### src/rtl/event_sequencer_pkg.sv
// Shared constants and parameter checks for the event sequencer and its
// debounce channels.
package event_seq_pkg;

    localparam logic CH0 = 1'b0;
    localparam logic CH1 = 1'b1;

    localparam int SYNC_STAGES_DEF = 2;
    localparam int DEB_CYCLES_DEF  = 16;
    localparam int DEB_W_DEF       = 8;

    // True when a DEB_W-bit counter can reach DEB_CYCLES-1.
    function automatic logic deb_width_ok(input int deb_w, input int deb_cycles);
        return ((64'(1) << deb_w) >= 64'(deb_cycles));
    endfunction

endpackage

### src/rtl/event_sequencer_debounce.sv
// One event channel: synchroniser chain, level debouncer and a one-cycle
// pulse on the edge where the stable level goes 0->1.
module debounce_chan
    import event_seq_pkg::*;
#(
    parameter int SYNC_STAGES = SYNC_STAGES_DEF,
    parameter int DEB_CYCLES  = DEB_CYCLES_DEF,
    parameter int DEB_W       = DEB_W_DEF
) (
    input  logic clk_i,
    input  logic rst_ni,
    input  logic evt_i,
    output logic rise_o
);

    localparam logic [DEB_W-1:0] CNT_LAST = DEB_W'(DEB_CYCLES - 1);

    logic [SYNC_STAGES-1:0] sync_q, sync_d;
    logic                   lvl_q, lvl_d;
    logic [DEB_W-1:0]       cnt_q, cnt_d;
    logic                   sync_s;

    assign sync_s = sync_q[SYNC_STAGES-1];

    // Next-state for synchroniser, stable level and debounce counter.
    always_comb begin
        sync_d = {sync_q[SYNC_STAGES-2:0], evt_i};
        lvl_d  = lvl_q;
        cnt_d  = '0;
        rise_o = 1'b0;
        if (sync_s == lvl_q) begin
            cnt_d = '0;
        end else if (cnt_q == CNT_LAST) begin
            lvl_d  = sync_s;
            cnt_d  = '0;
            rise_o = sync_s;
        end else begin
            cnt_d = cnt_q + DEB_W'(1);
        end
    end

    // Channel state registers.
    always_ff @(posedge clk_i) begin
        if (!rst_ni) begin
            sync_q <= '0;
            lvl_q  <= 1'b0;
            cnt_q  <= '0;
        end else begin
            sync_q <= sync_d;
            lvl_q  <= lvl_d;
            cnt_q  <= cnt_d;
        end
    end

endmodule

### src/rtl/event_sequencer.sv
// Serialises debounced rising edges on two event inputs into single-cycle
// issue strobes, tracking pending requests and lost ones.
module event_sequencer
    import event_seq_pkg::*;
#(
    parameter int SYNC_STAGES = SYNC_STAGES_DEF,
    parameter int DEB_CYCLES  = DEB_CYCLES_DEF,
    parameter int DEB_W       = DEB_W_DEF
) (
    input  logic       Clk,
    input  logic       Reset,
    input  logic       Evt0,
    input  logic       Evt1,
    input  logic       Clr_drop,
    output logic       En,
    output logic       Slt,
    output logic [1:0] Pend,
    output logic       Drop
);

    if (!deb_width_ok(DEB_W, DEB_CYCLES)) begin : g_bad_deb_w
        $error("DEB_W too narrow for DEB_CYCLES");
    end

    logic [1:0] rise_s;
    logic [1:0] grant_s;
    logic [1:0] pend_q, pend_d;
    logic       last_q, last_d;
    logic       en_q, en_d;
    logic       slt_q, slt_d;
    logic       drop_q, drop_d;

    debounce_chan #(.SYNC_STAGES(SYNC_STAGES), .DEB_CYCLES(DEB_CYCLES), .DEB_W(DEB_W)) u_chan0 (
        .clk_i (Clk),
        .rst_ni(Reset),
        .evt_i (Evt0),
        .rise_o(rise_s[0])
    );

    debounce_chan #(.SYNC_STAGES(SYNC_STAGES), .DEB_CYCLES(DEB_CYCLES), .DEB_W(DEB_W)) u_chan1 (
        .clk_i (Clk),
        .rst_ni(Reset),
        .evt_i (Evt1),
        .rise_o(rise_s[1])
    );

    // Arbitration, pending bookkeeping and drop detection.
    always_comb begin
        grant_s = 2'b00;
        en_d    = 1'b0;
        slt_d   = slt_q;
        last_d  = last_q;
        case (pend_q)
            2'b01: begin
                grant_s = 2'b01;
                en_d    = 1'b1;
                slt_d   = CH0;
            end
            2'b10: begin
                grant_s = 2'b10;
                en_d    = 1'b1;
                slt_d   = CH1;
            end
            2'b11: begin
                en_d = 1'b1;
                // The pointer only moves on contended grants.
                if (last_q == CH1) begin
                    grant_s = 2'b01;
                    slt_d   = CH0;
                    last_d  = CH0;
                end else begin
                    grant_s = 2'b10;
                    slt_d   = CH1;
                    last_d  = CH1;
                end
            end
            default: begin
                grant_s = 2'b00;
            end
        endcase
        pend_d = (pend_q & ~grant_s) | rise_s;
        drop_d = (drop_q & ~Clr_drop) | (|(rise_s & pend_q & ~grant_s));
    end

    // Issue, pending and drop registers.
    always_ff @(posedge Clk) begin
        if (!Reset) begin
            pend_q <= 2'b00;
            last_q <= CH1;
            en_q   <= 1'b0;
            slt_q  <= CH0;
            drop_q <= 1'b0;
        end else begin
            pend_q <= pend_d;
            last_q <= last_d;
            en_q   <= en_d;
            slt_q  <= slt_d;
            drop_q <= drop_d;
        end
    end

    assign En   = en_q;
    assign Slt  = slt_q;
    assign Pend = pend_q;
    assign Drop = drop_q;

endmodule

### config.mk
export PLATFORM = sky130hd
export DESIGN_NAME = event_sequencer
export DESIGN_NICKNAME = d
export VERILOG_FILES = /design/src/rtl/event_sequencer_pkg.sv /design/src/rtl/event_sequencer_debounce.sv /design/src/rtl/event_sequencer.sv
export SDC_FILE = /design/constraint.sdc
export NUM_CORES = 1
export LEC_CHECK = 0
export CORE_ASPECT_RATIO = 0.8
export CORE_MARGIN = 2
export CORE_UTILIZATION = 53
export CTS_BUF_LIST = sky130_fd_sc_hd__clkbuf_8
export DETAILED_ROUTE_END_ITERATION = 10
export PLACE_DENSITY = 0.74
export SLEW_MARGIN = 10
export SYNTH_ARGS = -nofsm -noshare
export SYNTH_HDL_FRONTEND = slang
export SYNTH_SLANG_ARGS = --single-unit
### constraint.sdc
create_clock -name Clk -period 1.8 [get_ports Clk]
set_input_delay 0.36 -clock Clk [delete_from_list [all_inputs] [get_ports Clk]]
set_output_delay 0.36 -clock Clk [all_outputs]
set_load 0.03 [all_outputs]
==> results of run 1 <==
per-layer routing:
layer	up-vias	wire length, um	global-route usage
met4	0	18	0.05714
met5	-	0	0
met3	3	110	0.06250
met2	19	814	0.2929
li1	468	-	-
met1	407	997	0.2428
report_power, final:
group / switching [W] / internal (W)
registers: 0.00000374 / 0.000624
clock network: 0.000188 / 0.000298
logic: 0.0000132 / 0.0000152
total: 0.000204 / 0.000937
Yosys cell counts (2+ instances only):
| library cell | instances | area, um2 |
|---|---|---|
| or4_4 | 2 | 22.52 |
| nor2_1 | 13 | 48.80 |
| o21ai_0 | 8 | 40.04 |
| or3_1 | 6 | 37.54 |
| nor4_1 | 2 | 12.51 |
| a21oi_1 | 10 | 50.05 |
| nand3b_1 | 2 | 15.01 |
| inv_1 | 6 | 22.52 |
| dfxtp_1 | 28 | 560.5 |
| nand2_1 | 5 | 18.77 |
| xnor2_1 | 4 | 35.03 |
| xor2_1 | 4 | 35.03 |
| nand3_1 | 10 | 50.05 |
| and2_1 | 4 | 25.02 |
| and3_1 | 3 | 18.77 |
| nand4_1 | 4 | 25.02 |
| ha_1 | 2 | 25.02 |
timing repair:
| action | in CTS | in global routing |
|---|---|---|
| hold endpoints to repair | 0 | 0 |
| gates resized for setup | 0 | 1 |
| endpoints found under the setup margin | 0 | 1 |
cell families (layout without fill, tap and decap cells):
family,after synthesis,in the layout
fa+ha+maj,2,2
compound gates,22,22
xor+xnor,8,8
simple gates,56,56
buf+inv,7,20
flops,28,28
final cells by class:
type                    count  area share
clock buffers               3     0.03090
clock inverters             1     0.02247
inverters                   6     0.01685
multi-input cells          88      0.4129
flip-flops and latches     28      0.4195
well taps                  24     0.02247
repair buffers             10     0.07491
state kept, by name, summed over array words and instances, names as in the netlist, 2 cells and up:
name            count
u_chan1.sync_q      2
u_chan0.cnt_q       8
Pend                2
u_chan0.sync_q      2
u_chan1.cnt_q       8
final timing paths:
path                             to               from  slack, ps
hold / removal    u_chan0.sync_q[1]  u_chan0.sync_q[0]        440
hold reg to reg   u_chan0.sync_q[1]  u_chan0.sync_q[0]        440
setup reg to reg   u_chan1.cnt_q[3]   u_chan1.cnt_q[4]        350
setup / recovery            Pend[0]            Pend[0]         60
metrics by stage:
step / setup WS (ps) / area, um2
6_report: 64.72 / 1336
5_1_grt: 23.49 / 1336
4_1_cts: 21.27 / 1334
3_5_place_dp: 337.9 / 1262
3_3_place_gp: 357.6 / 1262
2_1_floorplan: 493.0 / 1139
==> reports/results.tsv, run 1 <==
metric	value	unit
Area Overhead vs Synth	17.36	%
die area	0.002537	mm2
RSZ-0062 raised after global routing	no	
clock period minus worst slack	1735	ps
register area share after synthesis	0.4923	
ANT nets after route	0	
Root Driver	clkbuf_8	
Slew @ Worst Pin	505.4	ps
GRT Overall Usage	0.1840	
dpl hpwl	1.463	mm
startpoint types	flip-flop	
Slew Limit Fails	0	
Synth Area in XOR/XNOR	0.06154	
setup tns final	0	ps
# fillers	170	
post-synthesis cell count	123	
input/output buffers	9	
r2r worst-path depth	3	
final cycle utilization of the critical path	0.9640	
Mapped Area	0.001139	mm2
GRT overflow	0	
core area	0.001962	mm2
Slew headroom	0.6600	
clock latency on the worst-skew pair	270	ps
Post-Route Utilization	0.6811	
slowest stage delay, CP	690	ps
share of layout cells above drive strength 1	0.07353	
IO Pins	10	
first-pass GRT wire length	3.505	mm
run status	completed	
max-cap viol count	0	
CTS Hold Bufs	0	
simple-gate share of the synthesized area	0.2791	
worst-case clock skew	2.361	ps
largest family of logic cells by synthesized area	simple AND/OR/NAND/NOR gates	
Die W	55.82	um
post-synthesis mux area share	0	
CP max stage cell	clkdlybuf4s50_1	
commonest non-fill, non-tap cell in the layout	dfxtp_1	
cell row count	14	
CP Data Required Time	1440	ps
DRC viols	0	
Die Ht	45.46	um
Synth Register Bits	28	
CP Max Fanout	6	
Iter 0 DRT Violations	26	
Setup-failing EPs final	0	
Antenna diodes	0	
First-pass DRT Iterations	5	
largest net degree at the start of global routing	17	
Pleak	0.4810	nW
Fmax	0.5763	GHz
CTS H-Tree Depth	1	
WL final	1.941	mm
overall power	0.001142	W
area of the multi-input gates	551.8	um2
Wirelength per Cell	12.13	um
worst min path class	flip-flop to flip-flop	
Initial Util	0.5804	
post-DR vias/cell	5.606	
VDD IR max	0.0006959	V
Net Count, Synth	130	
Synth Area in Adders	0.02198	
Nets	144	
vias in the first global route	798	
initial antenna violation count	0	
Worst Setup End Kind	primary output	
pwr dens	854.6	mW/mm2
crit-path cells	clkdlybuf4s50_1	
post-synthesis compound-gate area fraction	0.1220	
Setup Fix Bufs, Post-CTS	0	
Synth cell types	27	
dominant synthesized flop cell	dfxtp_1	
Clock Path Buffers	2	
clock transition at the registers of the reported paths	90	ps
Fin Hold WS	440.9	ps
CTS sink cnt	28	
final hold vios	0	
Worst Path Buf+Inv	1	
Inst Count DP	156	
GP Congestion	0.7598	
post-route insts no fill	160	
CP arrival	1380	ps
total number of vias	897	
Avg Cell Area, Syn	9.257	um2
Sequential Area	560.5	um2
CP Depth	1	
asr flop ratio synth	0	
total CTS buffers	3	
CTS tree	done	
YS warnings	0	
Post-synth EDFFs	0	
CP top delay family	buffers and inverters	
commonest cells after routing, fill and taps aside	dfxtp_1 (28), nor2_1 (13), nand3_1 (10), a21oi_1 (10)	
CP Class	flip-flop to primary output	
hold path depth	1	
Note: power is estimated with default switching activity, not from simulation.
==> run 2, diff against run 1 <==
--- a/config.mk
+++ b/config.mk
@@ -11,6 +11,7 @@
 export CTS_BUF_LIST = sky130_fd_sc_hd__clkbuf_8
 export DETAILED_ROUTE_END_ITERATION = 10
 export PLACE_DENSITY = 0.74
+export REMOVE_ABC_BUFFERS = 1
 export SLEW_MARGIN = 10
 export SYNTH_ARGS = -nofsm -noshare
 export SYNTH_HDL_FRONTEND = slang
==> reports/results.tsv, run 2 (synthesis results as in run 1) <==
metric	value	unit	change
top flop regs	u_chan0.cnt_q (8), u_chan1.cnt_q (8)		
first-pass GRT wire length	3.622	mm	+3.3%
pwr dens	786.9	mW/mm2	-7.9%
CP max stage cell	clkdlybuf4s50_1		
GP Congestion	0.8397		+11%
Slew headroom	0.6829		+0.02290
CP arrival	1390	ps	about the same
Pleak	0.4741	nW	-1.4%
core area	0.001962	mm2	unchanged
Wirelength per Cell	13.85	um	+14%
total CTS buffers	3		unchanged
Antenna diodes	0		unchanged
ANT nets after route	0		unchanged
Slew @ Worst Pin	471.3	ps	-34.03 ps
max-cap viol count	0		unchanged
VDD IR max	0.0008909	V	+28%
RSZ-0062 raised after global routing	no		
Nets	144		unchanged
dpl hpwl	1.631	mm	+11%
setup tns final	0	ps	unchanged
# fillers	165		-2.9%
largest net degree at the start of global routing	16		-1
CTS sink cnt	28		unchanged
CTS tree	done		
startpoint types	flip-flop		
Fmax	0.5701	GHz	-1.1%
share of layout cells above drive strength 1	0.07353		unchanged
final cycle utilization of the critical path	0.9745		+0.01044
clock transition at the registers of the reported paths	90	ps	about the same
CP top delay family	buffers and inverters		
CTS H-Tree Depth	1		unchanged
Clock Path Buffers	2		unchanged
Place WS	241.2	ps	-96.67 ps
CP Max Fanout	6		unchanged
clock latency on the worst-skew pair	270	ps	about the same
Iter 0 DRT Violations	27		+3.8%
initial antenna violation count	0		unchanged
Worst Path Buf+Inv	1		unchanged
worst-case clock skew	3.190	ps	+0.8282 ps
clock period minus worst slack	1754	ps	+18.79 ps
run status	completed		
CP Data Required Time	1440	ps	about the same
worst min path class	flip-flop to flip-flop		
GRT overflow	0		unchanged
WL final	2.216	mm	+14%
CP Class	flip-flop to primary output		
Worst Setup End Kind	primary output		
total number of vias	941		+4.9%
Die Ht	45.46	um	unchanged
slowest stage delay, CP	700	ps	about the same
Root Driver	clkbuf_8		
DRC viols	0		unchanged
Slew Limit Fails	0		unchanged
input/output buffers	9		unchanged
First-pass DRT Iterations	4		-1
design area	0.001320	mm2	-1.2%
reg2reg setup slack	290	ps	-60 ps
Die W	55.82	um	unchanged
placed inst area	0.001262	mm2	unchanged
Setup WS post-layout	45.93	ps	-18.79 ps
Area Overhead vs Synth	15.93	%	
final hold vios	0		unchanged
IO Pins	10		unchanged
commonest cells after routing, fill and taps aside	dfxtp_1 (28), nor2_1 (13), nand3_1 (10), a21oi_1 (10)		
crit-path cells	clkdlybuf4s50_1		
Setup Fix Bufs, Post-CTS	0		unchanged
post-DR vias/cell	5.881		+4.9%
die area	0.002537	mm2	unchanged
vias in the first global route	832		+4.3%
cell row count	14		unchanged
GRT Overall Usage	0.1914		+0.007441
Initial Util	0.5804		unchanged
commonest non-fill, non-tap cell in the layout	dfxtp_1		
Setup-failing EPs final	0		unchanged
## run 2: cell count changes in the layout (fill, tap and decap cells not counted), sizes merged
cell | before | now
clkbuf | 3 | 4
bufinv | 1 | 0
## run 2: worst reg2reg max path, delay by kind of cell (launching register included)
kind	cells	cell delay, ps
flip-flops	1	390
adder cells (fa/ha/maj)	1	230
AND/OR/NAND/NOR	2	690
AO/OA/AOI/OAI	1	140
## run 2: per-stage QoR
| step | hold slack [ps] | instances | total power, W | util |
|---|---|---|---|---|
| 2_1_floorplan | 411.8 | 122 | 0.0006538 | - |
| 3_3_place_gp | 415.6 | 156 | 0.0006695 | 0.6435 |
| 3_5_place_dp | 422.3 | 156 | 0.0006715 | 0.6435 |
| 4_1_cts | 444.3 | 160 | 0.001046 | 0.6716 |
| 5_1_grt | 468.0 | 160 | 0.001070 | 0.6728 |
| 6_report | 441.0 | 160 | 0.001039 | 0.6728 |
## run 2: layout make-up
class,count,area (um2),share of cell area
Inverter,6,22.52,0.01706
Tap cell,24,30.03,0.02275
Multi-Input combinational cell,88,551.8,0.4180
Sequential cell,28,560.5,0.4246
Clock buffer,4,55.05,0.04171
Timing Repair Buffer,10,100.1,0.07583
## run 2: what timing repair did
| action | 4_1_cts | 5_1_grt |
|---|---|---|
| hold buffers | 0 | 0 |
| endpoints found under the setup margin | 0 | 1 |
| resized for setup | 0 | 1 |
## run 2: path summary, 6_finish.rpt
kind,start,endpoint,depth (start not counted)
hold reg to reg,u_chan1.sync_q[0],u_chan1.sync_q[1],1
setup reg to reg,u_chan0.cnt_q[0],u_chan0.cnt_q[6],4
hold / removal,u_chan1.sync_q[0],u_chan1.sync_q[1],1
setup / recovery,Pend[0],Pend[0],1
## run 2: where the power goes
part	switching [W]	total, W	internal, W
Combinational	0.0000137	0.0000289	0.0000152
Sequential	0.00000382	0.000628	0.000624
Clock	0.000186	0.000382	0.000196
Total	0.000203	0.00104	0.000835
## run 2: per-layer routing
layer,part of all wire,vias up,track usage
li1,-,462,-
met1,0.50,455,0.2442
met2,0.44,22,0.3190
met3,0.051,2,0.06534
met4,0.0041,0,0.05238
met5,0,-,0
==> run 3, diff against run 2 <==
--- a/config.mk
+++ b/config.mk
@@ -5,12 +5,15 @@
 export SDC_FILE = /design/constraint.sdc
 export NUM_CORES = 1
 export LEC_CHECK = 0
+export CELL_PAD_IN_SITES_DETAIL_PLACEMENT = 0
+export CELL_PAD_IN_SITES_GLOBAL_PLACEMENT = 1
 export CORE_ASPECT_RATIO = 0.8
 export CORE_MARGIN = 2
-export CORE_UTILIZATION = 53
+export CORE_UTILIZATION = 45
 export CTS_BUF_LIST = sky130_fd_sc_hd__clkbuf_8
+export CTS_CLUSTER_DIAMETER = 40
 export DETAILED_ROUTE_END_ITERATION = 10
-export PLACE_DENSITY = 0.74
+export PLACE_DENSITY_LB_ADDON = 0.1
 export REMOVE_ABC_BUFFERS = 1
 export SLEW_MARGIN = 10
 export SYNTH_ARGS = -nofsm -noshare
==> constraint.sdc (replaced) <==
create_clock -name Clk -period 1.8 [get_ports Clk]
set_input_delay 0.18 -clock Clk [delete_from_list [all_inputs] [get_ports Clk]]
set_output_delay 0.18 -clock Clk [all_outputs]
set_load 0.03 [all_outputs]
==> reports/results.tsv, run 3 (synthesis results as in run 1) <==
metric	value	unit	change
run status	completed		
# fillers	245		+48%
initial antenna violation count	0		unchanged
Root Driver	clkbuf_8		
die area	0.002951	mm2	+16%
placed inst area	0.001270	mm2	+0.59%
clock transition at the registers of the reported paths	90	ps	about the same
total number of vias	844		-10%
CP Max Fanout	7		+1
share of layout cells above drive strength 1	0.06667		-0.006863
R2R Path End	u_chan0.cnt_q[6]		
Antenna diodes	0		unchanged
slowest stage delay, CP	710	ps	about the same
CP Depth	1		unchanged
CP arrival	1430	ps	+40 ps
CTS H-Tree Depth	1		unchanged
GRT overflow	0		unchanged
design area	0.001325	mm2	+0.38%
CTS Hold Bufs	0		unchanged
Wirelength per Cell	10.37	um	-25%
top flop regs	u_chan0.cnt_q (8), u_chan1.cnt_q (8)		
first-pass GRT wire length	3.401	mm	-6.1%
final cycle utilization of the critical path	0.8930		-0.08147
Reg2Reg Launch Point	u_chan0.cnt_q[0]		
startpoint types	flip-flop		
Nets	143		-0.69%
final hold vios	0		unchanged
Setup Fix Bufs, Post-CTS	0		unchanged
Slew headroom	0.6619		-0.02099
CP Data Required Time	1620	ps	+180 ps
Worst Setup End Kind	primary output		
Slew @ Worst Pin	502.5	ps	+31.19 ps
worst min path class	flip-flop to flip-flop		
Initial Util	0.4700		-0.1103
overall power	0.001029	W	-0.95%
dpl hpwl	1.332	mm	-18%
GP Congestion	0.7812		-7.0%
VDD IR max	0.0005713	V	-36%
pwr dens	776.5	mW/mm2	-1.3%
vias in the first global route	784		-5.8%
Slew Limit Fails	0		unchanged
CTS sink cnt	28		unchanged
Iter 0 DRT Violations	39		+44%
First-pass DRT Iterations	4		unchanged
Die W	60.24	um	+7.9%
CTS tree	done		
IO Pins	10		unchanged
commonest non-fill, non-tap cell in the layout	dfxtp_1		
WL final	1.774	mm	-20%
RSZ-0062 raised after global routing	no		
Pleak	0.4505	nW	-5.0%
largest net degree at the start of global routing	16		unchanged
CP max stage cell	clkdlybuf4s50_1		
CP top delay family	buffers and inverters		
Area Overhead vs Synth	16.37	%	
Worst Path Buf+Inv	1		unchanged
switching share of power	0.1898		-0.005953
post-DR vias/cell	4.936		-16%
input/output buffers	9		unchanged
Clock power frac	0.364		-0.003
r2r worst-path depth	4		unchanged
Clock Path Buffers	2		unchanged
max-cap viol count	0		unchanged
clock period minus worst slack	1607	ps	-146.6 ps
critical path startpoint	Pend[1]		
commonest cells after routing, fill and taps aside	dfxtp_1 (28), nor2_1 (13), nand3_1 (10), a21oi_1 (10), clkdlybuf4s50_1 (9)		
GRT Overall Usage	0.1498		-0.04163
crit-path cells	clkdlybuf4s50_1		
Fmax	0.6221	GHz	+9.1%
worst-case clock skew	4.964	ps	+1.774 ps
Logic pwr share	0.026		-0.002
ANT nets after route	0		unchanged
Setup-failing EPs final	0		unchanged
CP Class	flip-flop to primary output		
setup tns final	0	ps	unchanged
DRC viols	0		unchanged
reg2reg setup slack	380	ps	+90 ps
Die Ht	48.99	um	+7.8%
Sw Pwr	0.0001953	W	-4.0%
crit path to	Pend[1]		
core area	0.002422	mm2	+23%
Seq pwr share	0.610		+0.005
Internal Pwr Total	0.0008335	W	-0.22%
cell row count	16		+2
post-cts resize count	0		unchanged
clock latency on the worst-skew pair	270	ps	about the same
total CTS buffers	3		unchanged
Fin Hold WS	436.3	ps	-4.658 ps
run 3: changes by cell type in the layout (fill, tap and decap cells not counted):
cell             delta
buf_4               -1
dlymetal6s2s_1      -1
clkdlybuf4s50_1     +1
run 3: per-stage QoR:
stage | utilization | instances | setup WS, ps
3_3_place_gp | 0.5243 | 167 | 389.8
3_5_place_dp | 0.5243 | 167 | 365.9
2_1_floorplan | - | 122 | 493.0
4_1_cts | 0.5470 | 171 | 171.4
5_1_grt | 0.5470 | 171 | 115.0
6_report | 0.5470 | 171 | 192.6
run 3: final cells by class:
class / count / area (um2) / area share
sequential: 28 / 560.5 / 0.4230
multi-input combinational: 88 / 551.8 / 0.4164
timing repair buffer: 9 / 90.09 / 0.06799
clock buffer: 4 / 55.05 / 0.04155
tap: 36 / 45.04 / 0.03399
inverter: 6 / 22.52 / 0.01700
run 3: layer usage:
metal / GRT usage / vias up / share of wire
met4: 0.03333 / 0 / 0.0073
met5: 0 / - / 0
met1: 0.2113 / 370 / 0.54
met3: 0.05570 / 2 / 0.051
met2: 0.2174 / 12 / 0.40
li1: - / 460 / -
run 3: worst min-delay path by stage:
stage / slack, ps / cells after the start / to / start
6_report: 440 / 1 / u_chan0.sync_q[1] / u_chan0.sync_q[0]
5_1_grt: 460 / 1 / u_chan1.sync_q[1] / u_chan1.sync_q[0]
4_1_cts: 440 / 1 / u_chan0.sync_q[1] / u_chan0.sync_q[0]
3_5_place_dp: 420 / 1 / u_chan0.sync_q[1] / u_chan0.sync_q[0]
3_3_place_gp: 410 / 1 / u_chan0.sync_q[1] / u_chan0.sync_q[0]
2_1_floorplan: 270 / 1 / last_q / Reset
run 3: power groups by stage:
| stage | clock network, W | logic (W) | registers [W] |
|---|---|---|---|
| after floorplan | 0 | 0.0000121 | 0.000642 |
| after detailed placement | 0 | 0.0000268 | 0.000643 |
| after global placement | 0 | 0.0000266 | 0.000642 |
| final | 0.000375 | 0.0000264 | 0.000628 |
| after global routing | 0.000422 | 0.0000297 | 0.000629 |
| after CTS | 0.000395 | 0.0000269 | 0.000628 |
